`src/rtl/if_id_redirect_pkg.sv`:
```
// Shared fetch-stage definitions: default widths, reset PC, PC step, NOP
// encoding and the next-PC source selector.
package if_id_redirect_pkg;
   localparam int          DEF_PC_WIDTH   = 32;
   localparam int          DEF_INST_WIDTH = 32;
   localparam int          DEF_CNT_WIDTH  = 16;
   localparam logic [31:0] DEF_RESET_PC   = 32'h0040_0000;
   localparam int          PC_STEP        = 4;
   localparam logic [31:0] NOP_INST       = 32'h0000_0000;

   typedef enum logic [1:0] {
      PC_SEQ,
      PC_HOLD,
      PC_JUMP,
      PC_BRANCH
   } pc_sel_e;
endpackage

```
`src/rtl/if_id_redirect_if.sv`:
```
// Hazard/redirect request and IF/ID result bundle between the fetch stage
// and its neighbours (hazard unit, ID, EX, instruction memory).
interface if_id_redirect_if
   import if_id_redirect_pkg::*;
#(
   parameter int PC_WIDTH   = DEF_PC_WIDTH,
   parameter int INST_WIDTH = DEF_INST_WIDTH,
   parameter int CNT_WIDTH  = DEF_CNT_WIDTH
);
   logic                  i_stall;
   logic                  i_IF_ID_Flush;
   logic                  i_jump;
   logic [PC_WIDTH-1:0]   i_jump_target;
   logic                  i_branch_taken;
   logic [PC_WIDTH-1:0]   i_branch_target;
   logic [INST_WIDTH-1:0] i_inst;
   logic [PC_WIDTH-1:0]   o_pc;
   logic [INST_WIDTH-1:0] o_IF_ID_inst;
   logic [PC_WIDTH-1:0]   o_IF_ID_pc_plus4;
   logic                  o_IF_ID_valid;
   logic [CNT_WIDTH-1:0]  o_flush_count;
   logic                  o_protocol_err;

   modport master (
      output i_stall, i_IF_ID_Flush, i_jump, i_jump_target,
             i_branch_taken, i_branch_target, i_inst,
      input  o_pc, o_IF_ID_inst, o_IF_ID_pc_plus4, o_IF_ID_valid,
             o_flush_count, o_protocol_err
   );

   modport slave (
      input  i_stall, i_IF_ID_Flush, i_jump, i_jump_target,
             i_branch_taken, i_branch_target, i_inst,
      output o_pc, o_IF_ID_inst, o_IF_ID_pc_plus4, o_IF_ID_valid,
             o_flush_count, o_protocol_err
   );
endinterface

```
`src/rtl/if_id_redirect_sat_counter.sv`:
```
// Saturating up-counter: increments on enable, sticks at all-ones.
module if_id_redirect_sat_counter
   import if_id_redirect_pkg::*;
#(
   parameter int WIDTH = DEF_CNT_WIDTH
) (
   input  logic             i_clk,
   input  logic             i_rst_n,
   input  logic             i_en,
   output logic [WIDTH-1:0] o_count
);
   logic [WIDTH-1:0] count_q;

   function automatic logic [WIDTH-1:0] sat_inc(input logic [WIDTH-1:0] v);
      return (&v) ? v : v + 1'b1;
   endfunction

   always_ff @(posedge i_clk or negedge i_rst_n) begin
      if (!i_rst_n)
         count_q <= '0;
      else if (i_en)
         count_q <= sat_inc(count_q);
   end

   assign o_count = count_q;
endmodule

```
`src/rtl/if_id_redirect.sv`:
```
// Fetch PC register and IF/ID pipeline register with branch/jump redirect,
// stall/flush handling, flush counting and a sticky flush/redirect mismatch flag.
module if_id_redirect
   import if_id_redirect_pkg::*;
#(
   parameter int                  PC_WIDTH   = DEF_PC_WIDTH,
   parameter int                  INST_WIDTH = DEF_INST_WIDTH,
   parameter int                  CNT_WIDTH  = DEF_CNT_WIDTH,
   parameter logic [PC_WIDTH-1:0] RESET_PC   = PC_WIDTH'(DEF_RESET_PC)
) (
   input  logic            i_clk,
   input  logic            i_rst_n,
   if_id_redirect_if.slave bus
);
   localparam logic [PC_WIDTH-1:0]   PC_INC     = PC_WIDTH'(PC_STEP);
   localparam logic [PC_WIDTH-1:0]   ALIGN_MASK = ~PC_WIDTH'(PC_STEP - 1);
   localparam logic [INST_WIDTH-1:0] NOP        = INST_WIDTH'(NOP_INST);

   // Targets are forced word-aligned so a corrupt low address never reaches memory.
   function automatic logic [PC_WIDTH-1:0] align_pc(input logic [PC_WIDTH-1:0] t);
      return t & ALIGN_MASK;
   endfunction

   pc_sel_e               pc_sel;
   logic [PC_WIDTH-1:0]   pc_p0;
   logic [PC_WIDTH-1:0]   pc_nxt;
   logic [PC_WIDTH-1:0]   pc_plus4;
   logic [INST_WIDTH-1:0] inst_p1;
   logic [PC_WIDTH-1:0]   pc_plus4_p1;
   logic                  vld_p1;
   logic                  err_q;
   logic [CNT_WIDTH-1:0]  flush_cnt;
   logic                  mismatch;

   assign pc_plus4 = pc_p0 + PC_INC;
   assign mismatch = bus.i_IF_ID_Flush != (bus.i_jump | bus.i_branch_taken);

   // Branch is older than the jump in ID, so it wins; any redirect overrides stall.
   always_comb begin
      pc_sel = PC_SEQ;
      if (bus.i_branch_taken)
         pc_sel = PC_BRANCH;
      else if (bus.i_jump)
         pc_sel = PC_JUMP;
      else if (bus.i_stall)
         pc_sel = PC_HOLD;
   end

   always_comb begin
      pc_nxt = pc_plus4;
      case (pc_sel)
         PC_BRANCH: pc_nxt = align_pc(bus.i_branch_target);
         PC_JUMP:   pc_nxt = align_pc(bus.i_jump_target);
         PC_HOLD:   pc_nxt = pc_p0;
         default:   pc_nxt = pc_plus4;
      endcase
   end

   // Stage p0: fetch PC
   always_ff @(posedge i_clk or negedge i_rst_n) begin
      if (!i_rst_n)
         pc_p0 <= RESET_PC;
      else
         pc_p0 <= pc_nxt;
   end

   // Stage p1: IF/ID register
   always_ff @(posedge i_clk or negedge i_rst_n) begin
      if (!i_rst_n) begin
         inst_p1     <= '0;
         pc_plus4_p1 <= '0;
         vld_p1      <= 1'b0;
      end else if (bus.i_IF_ID_Flush) begin
         inst_p1     <= NOP;
         pc_plus4_p1 <= '0;
         vld_p1      <= 1'b0;
      end else if (!bus.i_stall) begin
         inst_p1     <= bus.i_inst;
         pc_plus4_p1 <= pc_plus4;
         vld_p1      <= 1'b1;
      end
   end

   always_ff @(posedge i_clk or negedge i_rst_n) begin
      if (!i_rst_n)
         err_q <= 1'b0;
      else if (mismatch)
         err_q <= 1'b1;
   end

   if_id_redirect_sat_counter #(
      .WIDTH (CNT_WIDTH)
   ) u_flush_cnt (
      .i_clk   (i_clk),
      .i_rst_n (i_rst_n),
      .i_en    (bus.i_IF_ID_Flush),
      .o_count (flush_cnt)
   );

   assign bus.o_pc             = pc_p0;
   assign bus.o_IF_ID_inst     = inst_p1;
   assign bus.o_IF_ID_pc_plus4 = pc_plus4_p1;
   assign bus.o_IF_ID_valid    = vld_p1;
   assign bus.o_flush_count    = flush_cnt;
   assign bus.o_protocol_err   = err_q;
endmodule
```
`src/flat_wrapper.sv`:
```
// flat-port wrapper written by rule: the top's interface ports become plain ports
module if_id_redirect_flat import if_id_redirect_pkg::*;
#(
   parameter int                  PC_WIDTH   = DEF_PC_WIDTH,
   parameter int                  INST_WIDTH = DEF_INST_WIDTH,
   parameter int                  CNT_WIDTH  = DEF_CNT_WIDTH,
   parameter logic [PC_WIDTH-1:0] RESET_PC   = PC_WIDTH'(DEF_RESET_PC)
)
  (i_clk, i_rst_n, bus_i_stall, bus_i_IF_ID_Flush, bus_i_jump, bus_i_jump_target, bus_i_branch_taken, bus_i_branch_target, bus_i_inst, bus_o_pc, bus_o_IF_ID_inst, bus_o_IF_ID_pc_plus4, bus_o_IF_ID_valid, bus_o_flush_count, bus_o_protocol_err);
  if_id_redirect_if #(.PC_WIDTH(PC_WIDTH), .INST_WIDTH(INST_WIDTH), .CNT_WIDTH(CNT_WIDTH)) bus_i ();
  input  logic i_clk;
  input  logic i_rst_n;
  input wire logic [$bits(bus_i.i_stall)-1:0] bus_i_stall;
  input wire logic [$bits(bus_i.i_IF_ID_Flush)-1:0] bus_i_IF_ID_Flush;
  input wire logic [$bits(bus_i.i_jump)-1:0] bus_i_jump;
  input wire logic [$bits(bus_i.i_jump_target)-1:0] bus_i_jump_target;
  input wire logic [$bits(bus_i.i_branch_taken)-1:0] bus_i_branch_taken;
  input wire logic [$bits(bus_i.i_branch_target)-1:0] bus_i_branch_target;
  input wire logic [$bits(bus_i.i_inst)-1:0] bus_i_inst;
  output wire logic [$bits(bus_i.o_pc)-1:0] bus_o_pc;
  output wire logic [$bits(bus_i.o_IF_ID_inst)-1:0] bus_o_IF_ID_inst;
  output wire logic [$bits(bus_i.o_IF_ID_pc_plus4)-1:0] bus_o_IF_ID_pc_plus4;
  output wire logic [$bits(bus_i.o_IF_ID_valid)-1:0] bus_o_IF_ID_valid;
  output wire logic [$bits(bus_i.o_flush_count)-1:0] bus_o_flush_count;
  output wire logic [$bits(bus_i.o_protocol_err)-1:0] bus_o_protocol_err;
  assign bus_i.i_stall = bus_i_stall;
  assign bus_i.i_IF_ID_Flush = bus_i_IF_ID_Flush;
  assign bus_i.i_jump = bus_i_jump;
  assign bus_i.i_jump_target = bus_i_jump_target;
  assign bus_i.i_branch_taken = bus_i_branch_taken;
  assign bus_i.i_branch_target = bus_i_branch_target;
  assign bus_i.i_inst = bus_i_inst;
  assign bus_o_pc = bus_i.o_pc;
  assign bus_o_IF_ID_inst = bus_i.o_IF_ID_inst;
  assign bus_o_IF_ID_pc_plus4 = bus_i.o_IF_ID_pc_plus4;
  assign bus_o_IF_ID_valid = bus_i.o_IF_ID_valid;
  assign bus_o_flush_count = bus_i.o_flush_count;
  assign bus_o_protocol_err = bus_i.o_protocol_err;
  if_id_redirect #(.PC_WIDTH(PC_WIDTH), .INST_WIDTH(INST_WIDTH), .CNT_WIDTH(CNT_WIDTH), .RESET_PC(RESET_PC)) u_core (.i_clk(i_clk), .i_rst_n(i_rst_n), .bus(bus_i));
endmodule
```
`config.mk`:
```
export PLATFORM = sky130hd
export DESIGN_NAME = if_id_redirect_flat
export DESIGN_NICKNAME = d
export VERILOG_FILES = /design/src/rtl/if_id_redirect_pkg.sv /design/src/rtl/if_id_redirect_if.sv /design/src/rtl/if_id_redirect_sat_counter.sv /design/src/rtl/if_id_redirect.sv /design/src/flat_wrapper.sv
export SDC_FILE = /design/constraint.sdc
export NUM_CORES = 1
export LEC_CHECK = 0
export CAP_MARGIN = 20
export CORE_UTILIZATION = 38
export CTS_CLUSTER_SIZE = 30
export DETAILED_ROUTE_END_ITERATION = 12
export PLACE_DENSITY = 0.68
export SETUP_SLACK_MARGIN = 0.02
export SLEW_MARGIN = 5
export SYNTH_ARGS = -nofsm -noshare
export SYNTH_HDL_FRONTEND = slang
export SYNTH_SLANG_ARGS = --single-unit
```
`constraint.sdc`:
```
create_clock -name i_clk -period 3.52 [get_ports i_clk]
set_input_delay 0.88 -clock i_clk [delete_from_list [all_inputs] [get_ports i_clk]]
set_output_delay 0.88 -clock i_clk [all_outputs]
set_load 0.05 [all_outputs]
```
==> results.md, run 1 <==
Outcome:
- The run finished, with violations left.
- The checks that failed: design-rule violations.

Clock network:
- The number of setup buffers added after CTS is 0.
- The CTS buffer count is 9.
- After clock tree synthesis, the clock-pin slew on the worst setup and hold paths is 70 ps.
- The number of sinks handled by clock tree synthesis is 111.
- TritonCTS built the clock tree.
- The clock tree synthesis step divided the H-tree into 3 levels.
- The CTS root buffer is sky130_fd_sc_hd__clkbuf_16.
- Hold repair after CTS inserted 0 buffers.
- The source-to-sink clock delay at the later pin of the worst-skew pair is 350 ps.
- The buffer depth of the longest clock path is 2.
- After clock tree synthesis, the repair step resized 0 gates.

Power:
- Power spread over the standard cell area amounts to 456 nW/um^2.
- The portion of total power attributed to sequential cells is 0.411.
- The share of total power in the clock network is 0.257.
- The analysis attributes to net switching a power of 1410 uW.
- Summed over all cells, the static leakage comes to 0.00350 uW.
- The design internal power is 2380 uW.
- Of the total power, the share spent switching nets is 0.372.
- Of the total power, combinational logic draws 0.332.
- The peak ir drop on the vdd network is 0.000262 V.

Setup path:
- STA classifies the critical path endpoint as a primary output.
- Among cell families on the critical path, the largest total delay comes from buffers and inverters.
- The critical path is of the reg2out type.
- The critical path startpoint category is a flip-flop.
- For this design, the slowest cell found on the critical path is sky130_fd_sc_hd__clkdlybuf4s50_1.
- Counting both buffers and inverters, the worst setup path holds a total of 1.
- The critical-path maximum fanout is 10.
- The endpoint arrival time on the critical path is 1770 ps.
- Traced cell by cell, the critical path runs through clkdlybuf4s50_1.
- Data on the critical path is required at its endpoint by 2640 ps.
- The worst stage delay on the critical path is 890 ps.

Floorplanning:
- The number of top-level design ports is 216.
- The overall die area is 15,700 um^2.
- In this run the horizontal extent of the chip is 125 um.
- For this configuration, the core starts out at a cell density of 0.394.
- The floorplan core area is 14,700 um^2.
- The number of cell rows is 44.
- The die height is 125 um.

Timing:
- Setup total negative slack on the finished layout was measured at 0 ps.
- The final hold slack is 500 ps.
- Setup repair after global routing left no endpoint under its margin.
- The peak clock frequency supported by timing is 377 MHz.
- The post-route minimum period is 2650 ps.
- The final setup slack of the worst path is 869 ps.
- The transition time at the pin with the least slew margin is 802 ps.
- Of the available clock period, the critical path in the final layout requires 0.753.
- The number of hold violations in the final report came to 0.
- The worst pin sits at a relative slew slack of 0.465.
- The setup-violating endpoint count in the final report is 0.
- The clock tree skew after final layout is 9.20 ps.
- The number of pins with negative max-slew slack in the final report came to 0.

Cells and area:
- The post-synthesis to final-layout area growth is 43.4%.
- The count of non-filler cells in the finished layout is 976.
- The sequential cell area in the final layout is 2780 um^2.
- The layout has 1,339 filler cells.
- The area of combinational cells with multiple inputs is 2790 um^2.
- For this run, the post-layout net count is 892.
- The share of post-route cells with drive strength above 1 is 0.0530.
- The count of antenna diodes in the layout is 0.

Yosys:
- The synthesized design contains 111 register bits.
- In this run, synthesis inferred 0 flip-flops with an integrated enable.
- The portion of synthesized cell area occupied by the leading cell type is 0.475.
- Yosys attributes the largest share of cell area to sky130_fd_sc_hd__dfrtp_1 48%, sky130_fd_sc_hd__mux2i_1 7.1%, sky130_fd_sc_hd__nor2_1 5.2%.
- The cell count after synthesis is 598.
- The library cell with the largest summed area after synthesis is sky130_fd_sc_hd__dfrtp_1.
- The part of the Yosys area used for sequential elements is 0.480.
- A synthesized cell averages 9.69 um^2.
- During synthesis, Yosys emitted a total of 0 warnings.
- The number of distinct library cells after synthesis is 49.
- In the synthesized netlist the dominant register cell turns out to be sky130_fd_sc_hd__dfrtp_1.
- In this run the cell area of the synthesized design comes to 5790 um^2.
- The share of async-settable or async-resettable flops after synthesis is 1.00.

GRT:
- The number of global-route vias before repair came to 5,255.
- The largest net degree at the start of global routing is 61.
- After global routing, the most crowded layer is met2.
- For met3 alone, demand over resource in global routing was 0.0569.
- The global routing usage on met2 is 0.373.
- The number of antenna violations at the first check in global routing is 0.
- For met1 alone, demand over resource in global routing was 0.281.
- In the global route stage, overall resource usage came out at 0.225.
- The remaining global-route overflow is 0.
- The global-route wire length before repair is 27,700 um.

Placement:
- The global placement routability congestion is 0.840.
- The total of buffers placed on input and output ports is 209.
- Before CTS, the worst setup slack after placement is 562 ps.
- The placed wire-length estimate is 12,700 um.
- The placed cell count is 961.

Job:
- The tool flagged a number of max-cap violations equal to 0.

Routing:
- For this run, the detailed router's first-pass iteration total came to 9.
- The residual antenna-violating net count after detailed routing is 0.
- Summing over every cut layer, the via total after detailed routing is 5,291.
- The DRC violation count after routing is 9.
- Dividing the detail-routed wire length by the instance count gives 17.8 um.
- In this run, the number of DRC markers left after iteration 0 of detailed routing was 327.
- For this block, the routed nets add up to 17,400 um of wire.
- Using the TritonRoute via totals, the vias-per-cell ratio works out to 5.42.

Hold path:
- The kind of path behind the tightest hold check is reg2reg.
==> cells in the mapped netlist (2+ instances only) <==
| cell | number |
|---|---|
| sky130_fd_sc_hd__xor2_1 | 17 |
| sky130_fd_sc_hd__nand2_1 | 44 |
| sky130_fd_sc_hd__nand4_1 | 13 |
| sky130_fd_sc_hd__o21a_1 | 4 |
| sky130_fd_sc_hd__o22a_1 | 8 |
| sky130_fd_sc_hd__nor3_1 | 4 |
| sky130_fd_sc_hd__a211oi_1 | 17 |
| sky130_fd_sc_hd__nor2b_1 | 2 |
| sky130_fd_sc_hd__a41oi_1 | 5 |
| sky130_fd_sc_hd__nor2_1 | 80 |
| sky130_fd_sc_hd__xnor2_1 | 27 |
| sky130_fd_sc_hd__ha_1 | 2 |
| sky130_fd_sc_hd__buf_1 | 6 |
| sky130_fd_sc_hd__o21ai_0 | 20 |
| sky130_fd_sc_hd__and4_1 | 7 |
| sky130_fd_sc_hd__nand3_1 | 21 |
| sky130_fd_sc_hd__clkbuf_1 | 29 |
| sky130_fd_sc_hd__mux2_2 | 3 |
| sky130_fd_sc_hd__dfrtp_1 | 110 |
| sky130_fd_sc_hd__buf_2 | 4 |
| sky130_fd_sc_hd__nand2b_1 | 2 |
| sky130_fd_sc_hd__and3_1 | 6 |
| sky130_fd_sc_hd__mux2i_1 | 41 |
| sky130_fd_sc_hd__a22oi_1 | 16 |
| sky130_fd_sc_hd__and2_1 | 4 |
| sky130_fd_sc_hd__or3_1 | 2 |
| sky130_fd_sc_hd__a21oi_1 | 42 |
| sky130_fd_sc_hd__inv_1 | 14 |
| sky130_fd_sc_hd__o31a_1 | 3 |
| sky130_fd_sc_hd__buf_4 | 3 |
| sky130_fd_sc_hd__o41ai_1 | 2 |
| sky130_fd_sc_hd__a31oi_1 | 5 |
| sky130_fd_sc_hd__o31ai_1 | 4 |
| sky130_fd_sc_hd__a22o_1 | 5 |
| sky130_fd_sc_hd__a2bb2oi_1 | 11 |
| sky130_fd_sc_hd__a41o_1 | 2 |
==> power by group through the flow <==
stage | Clock (uW) | Sequential [uW] | Combinational [uW]
final | 972 | 1560 | 1260
after global routing | 1040 | 1580 | 1330
after CTS | 1000 | 1560 | 1270
after global placement | 0 | 1570 | 1250
after floorplan | 0 | 1990 | 345
after detailed placement | 0 | 1580 | 1270
==> metal layers <==
layer  vias to the layer above  share of wire
met5                         -              0
met4                         0          0.020
li1                       2504              -
met3                        21          0.059
met2                       174           0.48
met1                      2592           0.44
==> cells in the final DEF (no fill, tap or decap), types with 3 or more instances in the layout <==
master	count
sky130_fd_sc_hd__clkdlybuf4s50_1	206
sky130_fd_sc_hd__dfrtp_1	110
sky130_fd_sc_hd__nor2_1	80
sky130_fd_sc_hd__nand2_1	44
sky130_fd_sc_hd__a21oi_1	42
sky130_fd_sc_hd__mux2i_1	41
sky130_fd_sc_hd__xnor2_1	27
sky130_fd_sc_hd__nand3_1	21
sky130_fd_sc_hd__o21ai_0	20
sky130_fd_sc_hd__a211oi_1	17
sky130_fd_sc_hd__xor2_1	17
sky130_fd_sc_hd__a22oi_1	16
sky130_fd_sc_hd__inv_1	13
sky130_fd_sc_hd__nand4_1	13
sky130_fd_sc_hd__buf_4	12
sky130_fd_sc_hd__a2bb2oi_1	11
sky130_fd_sc_hd__clkbuf_16	9
sky130_fd_sc_hd__o22a_1	8
sky130_fd_sc_hd__and4_1	7
sky130_fd_sc_hd__and3_1	6
sky130_fd_sc_hd__a41oi_1	5
sky130_fd_sc_hd__a31oi_1	5
sky130_fd_sc_hd__a22o_1	5
sky130_fd_sc_hd__and2_1	4
sky130_fd_sc_hd__nor3_1	4
sky130_fd_sc_hd__o21a_1	4
sky130_fd_sc_hd__o31ai_1	4
sky130_fd_sc_hd__mux2_2	3
sky130_fd_sc_hd__o31a_1	3
==> state kept, by name, summed over array words and instances, names as in the netlist <==
signal                       count
u_core.bus.o_protocol_err        1
u_core.bus.o_IF_ID_valid         1
u_core.bus.o_pc                 30
u_core.bus.o_IF_ID_inst         32
u_core.u_flush_cnt.o_count      16
u_core.bus.o_IF_ID_pc_plus4     31
==> kinds of logic (layout without fill, tap and decap cells) <==
| family | after synthesis | after routing | share of synthesized area |
|---|---|---|---|
| adders and majority gates | 2 | 2 | 0.00432 |
| and+or+nand+nor | 195 | 195 | 0.164 |
| buffers and inverters | 56 | 249 | 0.0391 |
| other | 1 | 2 | 0.000647 |
| AOI/OAI and AO/OA | 145 | 145 | 0.169 |
| DFF | 111 | 111 | 0.480 |
| muxes | 44 | 44 | 0.0767 |
| xor gates and xnor gates | 44 | 44 | 0.0665 |
==> final timing paths <==
check                                           from                        end  slack [ps]  cells after the start
max                               u_core.bus.o_pc[5]                bus_o_pc[5]         870                      1
min                        u_core.bus.o_protocol_err  u_core.bus.o_protocol_err         500                      1
max reg2reg                       u_core.bus.o_pc[2]        u_core.bus.o_pc[20]        1220                      6
min reg2reg                u_core.bus.o_protocol_err  u_core.bus.o_protocol_err         500                      1
max in group asynchronous                    i_rst_n        u_core.bus.o_pc[22]        2140                      2
min in group asynchronous                    i_rst_n        u_core.bus.o_pc[20]         610                      1
==> metrics by stage <==
step | power (uW) | area [um^2] | util
global route | 3960 | 8310 | 0.565
detailed placement | 2850 | 8030 | 0.546
CTS | 3830 | 8310 | 0.565
floorplan | 2330 | 5800 | -
finish | 3790 | 8310 | 0.565
global placement | 2820 | 8030 | 0.546
==> layout make-up <==
type	instances	area share
inverter	14	0.00633
timing repair buffer	220	0.262
clock buffer	11	0.0292
multi-input combinational	432	0.336
sequential	111	0.335
clock inverter	4	0.00392
tap	184	0.0277
Power figures use the tool's default switching activity.
==> run 2: changes to the inputs <==
==> constraint.sdc (replaced) <==
create_clock -name i_clk -period 2.6 [get_ports i_clk]
set_input_delay 0.65 -clock i_clk [delete_from_list [all_inputs] [get_ports i_clk]]
set_output_delay 0.65 -clock i_clk [all_outputs]
set_load 0.05 [all_outputs]
==> run 2 against run 1 <==
The run still ends with design-rule violations left; non-clock buffer count rose by 7; design area rose by 1.5%; sequential power rose by 35%; routed wire length rose by 2.5%; sequential share of layout area fell by 0.48 points; highest routed layer unchanged; clock power rose by 58%; largest cell class unchanged; first-iteration DRC count fell by 20%; cell count rose by 0.82%; largest power group unchanged.
==> results.md, run 2 (same netlist as run 1, synthesis figures left out) <==
Timing:
- The setup-violating endpoint count in the final report is 0.
- The number of pins with negative max-slew slack in the final report came to 0.
- The number of hold violations in the final report is 0.
- Setup repair after global routing left no endpoint under its margin.
- Measured against its own limit, the worst slew margin works out to 0.573.
- The clock arrives with 4.19 ps of skew.
- In the finished design, the share of the clock period the worst path needs comes to 0.945.
- The post-route minimum period is 2460 ps.
- For this run, the top clock speed supported by timing is 407 MHz.
- The transition time at the pin with the least slew margin is 635 ps.

Floorplanning:
- The die height is 125 um.
- The number of top-level design ports is 216.
- Row generation in the floorplan step produced 44 rows.
- The width of the die is 125 um.
- The overall die area is 15,700 um^2.
- The initial cell density of the core is 0.394.
- The floorplan core area is 14,700 um^2.

Setup path:
- The required arrival time at the worst endpoint is 1950 ps.
- The library cell contributing the largest single delay on the critical path is sky130_fd_sc_hd__clkdlybuf4s50_1.
- The critical path start-end classification is reg2out.
- The element type at the critical path end is a primary output.
- The cell family contributing the most delay on the critical path is buffers and inverters.
- The critical path startpoint category is a flip-flop.
- Data on the critical path arrives at its endpoint at 1810 ps.
- The worst stage delay on the critical path is 900 ps.
- In this run the worst path has a maximum fanout of 10.
- The start of the worst register-to-register path is u_core.bus.o_pc[3].
- The critical path goes through clkdlybuf4s50_1.
- The worst path buffer plus inverter count is 1.
- The critical path starts at u_core.bus.o_pc[5].

Clock network:
- The H-tree generated during clock tree synthesis spans 3 levels.
- For the worst-skew pair, the clock arrives at the later sink with an insertion delay of 350 ps.
- The post-CTS clock slew at the launch and capture registers of the worst setup and hold paths is 80 ps.
- The CTS buffer count is 9.
- The post-cts hold buffer count is 0.
- The CTS tree is built.
- Post-CTS timing repair inserted 0 buffers for setup.
- The CTS root buffer is sky130_fd_sc_hd__clkbuf_16.
- The buffer depth of the longest clock path is 2.
- After clock tree synthesis, the repair step resized 0 gates.
- CTS saw 111 sinks.

Power:
- The analysis attributes to cell leakage a power of 0.00357 uW.
- The peak ir drop on the vdd network is 0.000372 V.
- The design draws 5370 uW.
- The power density of the placed cells is 637 nW/um^2.

Cells and area:
- The final layout contains 899 nets.
- The count of antenna diodes in the layout is 0.
- The register with the most flip-flops in the layout has 32 of them.
- The total of fill cells in the finished design is 1,304.
- The top cell types in the final layout, fill and taps aside, are 206 x sky130_fd_sc_hd__clkdlybuf4s50_1, 110 x sky130_fd_sc_hd__dfrtp_1, 80 x sky130_fd_sc_hd__nor2_1.
- The area growth from synthesis to layout is 45.5%.
- The finished cells cover 8430 um^2.
- Leaving out fill and tap cells, the most frequent cell in the layout is sky130_fd_sc_hd__clkdlybuf4s50_1.
- In the final layout, the share of cells above drive strength 1 is 0.0638.

Placement:
- The total of buffers placed on input and output ports is 209.
- Summed over all nets, the half-perimeter wirelength after detailed placement is 13,000 um.
- Routability-driven placement finished with a final weighted congestion of 0.836.
- The post-detailed-placement cell area is 8090 um^2.

Routing:
- The total via count in the routed design is 5,372.
- In this run the remaining antenna-violating nets after routing total 0.
- The DRC violation count after routing is 9.
- The routed design has 17,800 um of wire.
- In this run, the number of DRC markers left after iteration 0 of detailed routing was 263.
- The count of TritonRoute iterations in the first routing pass is 8.
- The post-detailed-route wirelength per cell is 18.1 um.
- The number of vias per cell is 5.46.

GRT:
- Global routing finished with a remaining overflow of 0.
- The number of antenna violations at the first check in global routing is 1.
- The first global-routing pass estimated 28,100 um of wire.
- The number of global-route vias before repair is 5,283.
- The largest net degree at the start of global routing is 60.
- The combined global-route utilization of all metal layers is 0.228.

Outcome:
- The final reports fail on design-rule violations.
- The run finished, with violations left.

Hold path:
- The kind of path behind the tightest hold check is in2async.

Job:
- Across the run, the number of max-cap violations was 0.
## run 2: cell types whose count changed in the layout (fill, tap and decap cells not counted)
| cell | previous run | this run |
|---|---|---|
| sky130_fd_sc_hd__inv_8 | 0 | 1 |
| sky130_fd_sc_hd__buf_12 | 1 | 2 |
| sky130_fd_sc_hd__buf_6 | 0 | 1 |
| sky130_fd_sc_hd__clkbuf_1 | 1 | 0 |
| sky130_fd_sc_hd__inv_6 | 0 | 2 |
| sky130_fd_sc_hd__clkbuf_8 | 1 | 0 |
| sky130_fd_sc_hd__clkinv_2 | 0 | 1 |
| sky130_fd_sc_hd__bufinv_16 | 0 | 2 |
| sky130_fd_sc_hd__clkinvlp_4 | 2 | 0 |
| sky130_fd_sc_hd__clkinv_4 | 2 | 1 |
| sky130_fd_sc_hd__buf_4 | 12 | 17 |
## run 2: path summary, 6_finish.rpt
path,slack [ps],depth (start not counted),to
max,140,1,bus_o_pc[5]
min,220,1,u_core.bus.o_IF_ID_pc_plus4[20]
max reg2reg,310,6,u_core.bus.o_IF_ID_pc_plus4[20]
min reg2reg,470,1,u_core.bus.o_protocol_err
max in group asynchronous,1680,2,u_core.u_flush_cnt.o_count[0]
min in group i_clk,470,1,u_core.bus.o_protocol_err
## run 2: layout make-up
| cell class | count | area [um^2] | area share |
|---|---|---|---|
| sequential | 111 | 2780 | 0.330 |
| clock buffer | 9 | 225 | 0.0267 |
| clock inverter | 7 | 103 | 0.0122 |
| timing repair buffer | 227 | 2250 | 0.266 |
| inverter | 14 | 52.6 | 0.00624 |
| tap | 184 | 230 | 0.0273 |
| multi-input combinational | 432 | 2790 | 0.331 |
## run 2: metrics by stage
step | hold WS (ps) | cells | TNS, ps | worst slack [ps] | util
2_1_floorplan | 354 | 599 | 0 | 346 | -
3_3_place_gp | 450 | 967 | -1060 | -90.0 | 0.550
3_5_place_dp | 454 | 967 | -2540 | -192 | 0.550
4_1_cts | 238 | 983 | 0 | 149 | 0.573
5_1_grt | 248 | 984 | 0 | 111 | 0.573
6_report | 223 | 984 | 0 | 144 | 0.573
## run 2: metal layers
| layer | global-route usage | part of all wire |
|---|---|---|
| met5 | 0 | 0 |
| met4 | 0.0882 | 0.022 |
| met3 | 0.0484 | 0.066 |
| met2 | 0.370 | 0.47 |
| met1 | 0.298 | 0.44 |
## run 2: power breakdown
group	switching, uW	leakage (uW)	internal (uW)
logic	1060	0.00196	660
clock network	682	0.000162	860
registers	210	0.00145	1900
total	1950	0.00357	3420
==> run 3: changes to the inputs <==
--- a/config.mk
+++ b/config.mk
@@ -11,6 +11,7 @@
 export DETAILED_ROUTE_END_ITERATION = 12
 export PLACE_DENSITY = 0.68
 export SETUP_SLACK_MARGIN = 0.02
+export SKIP_LAST_GASP = 1
 export SLEW_MARGIN = 5
 export SYNTH_ARGS = -nofsm -noshare
 export SYNTH_HDL_FRONTEND = slang
==> results of run 3 <==
Same layout as run 2: the final DEF is identical, and so are final timing and power.
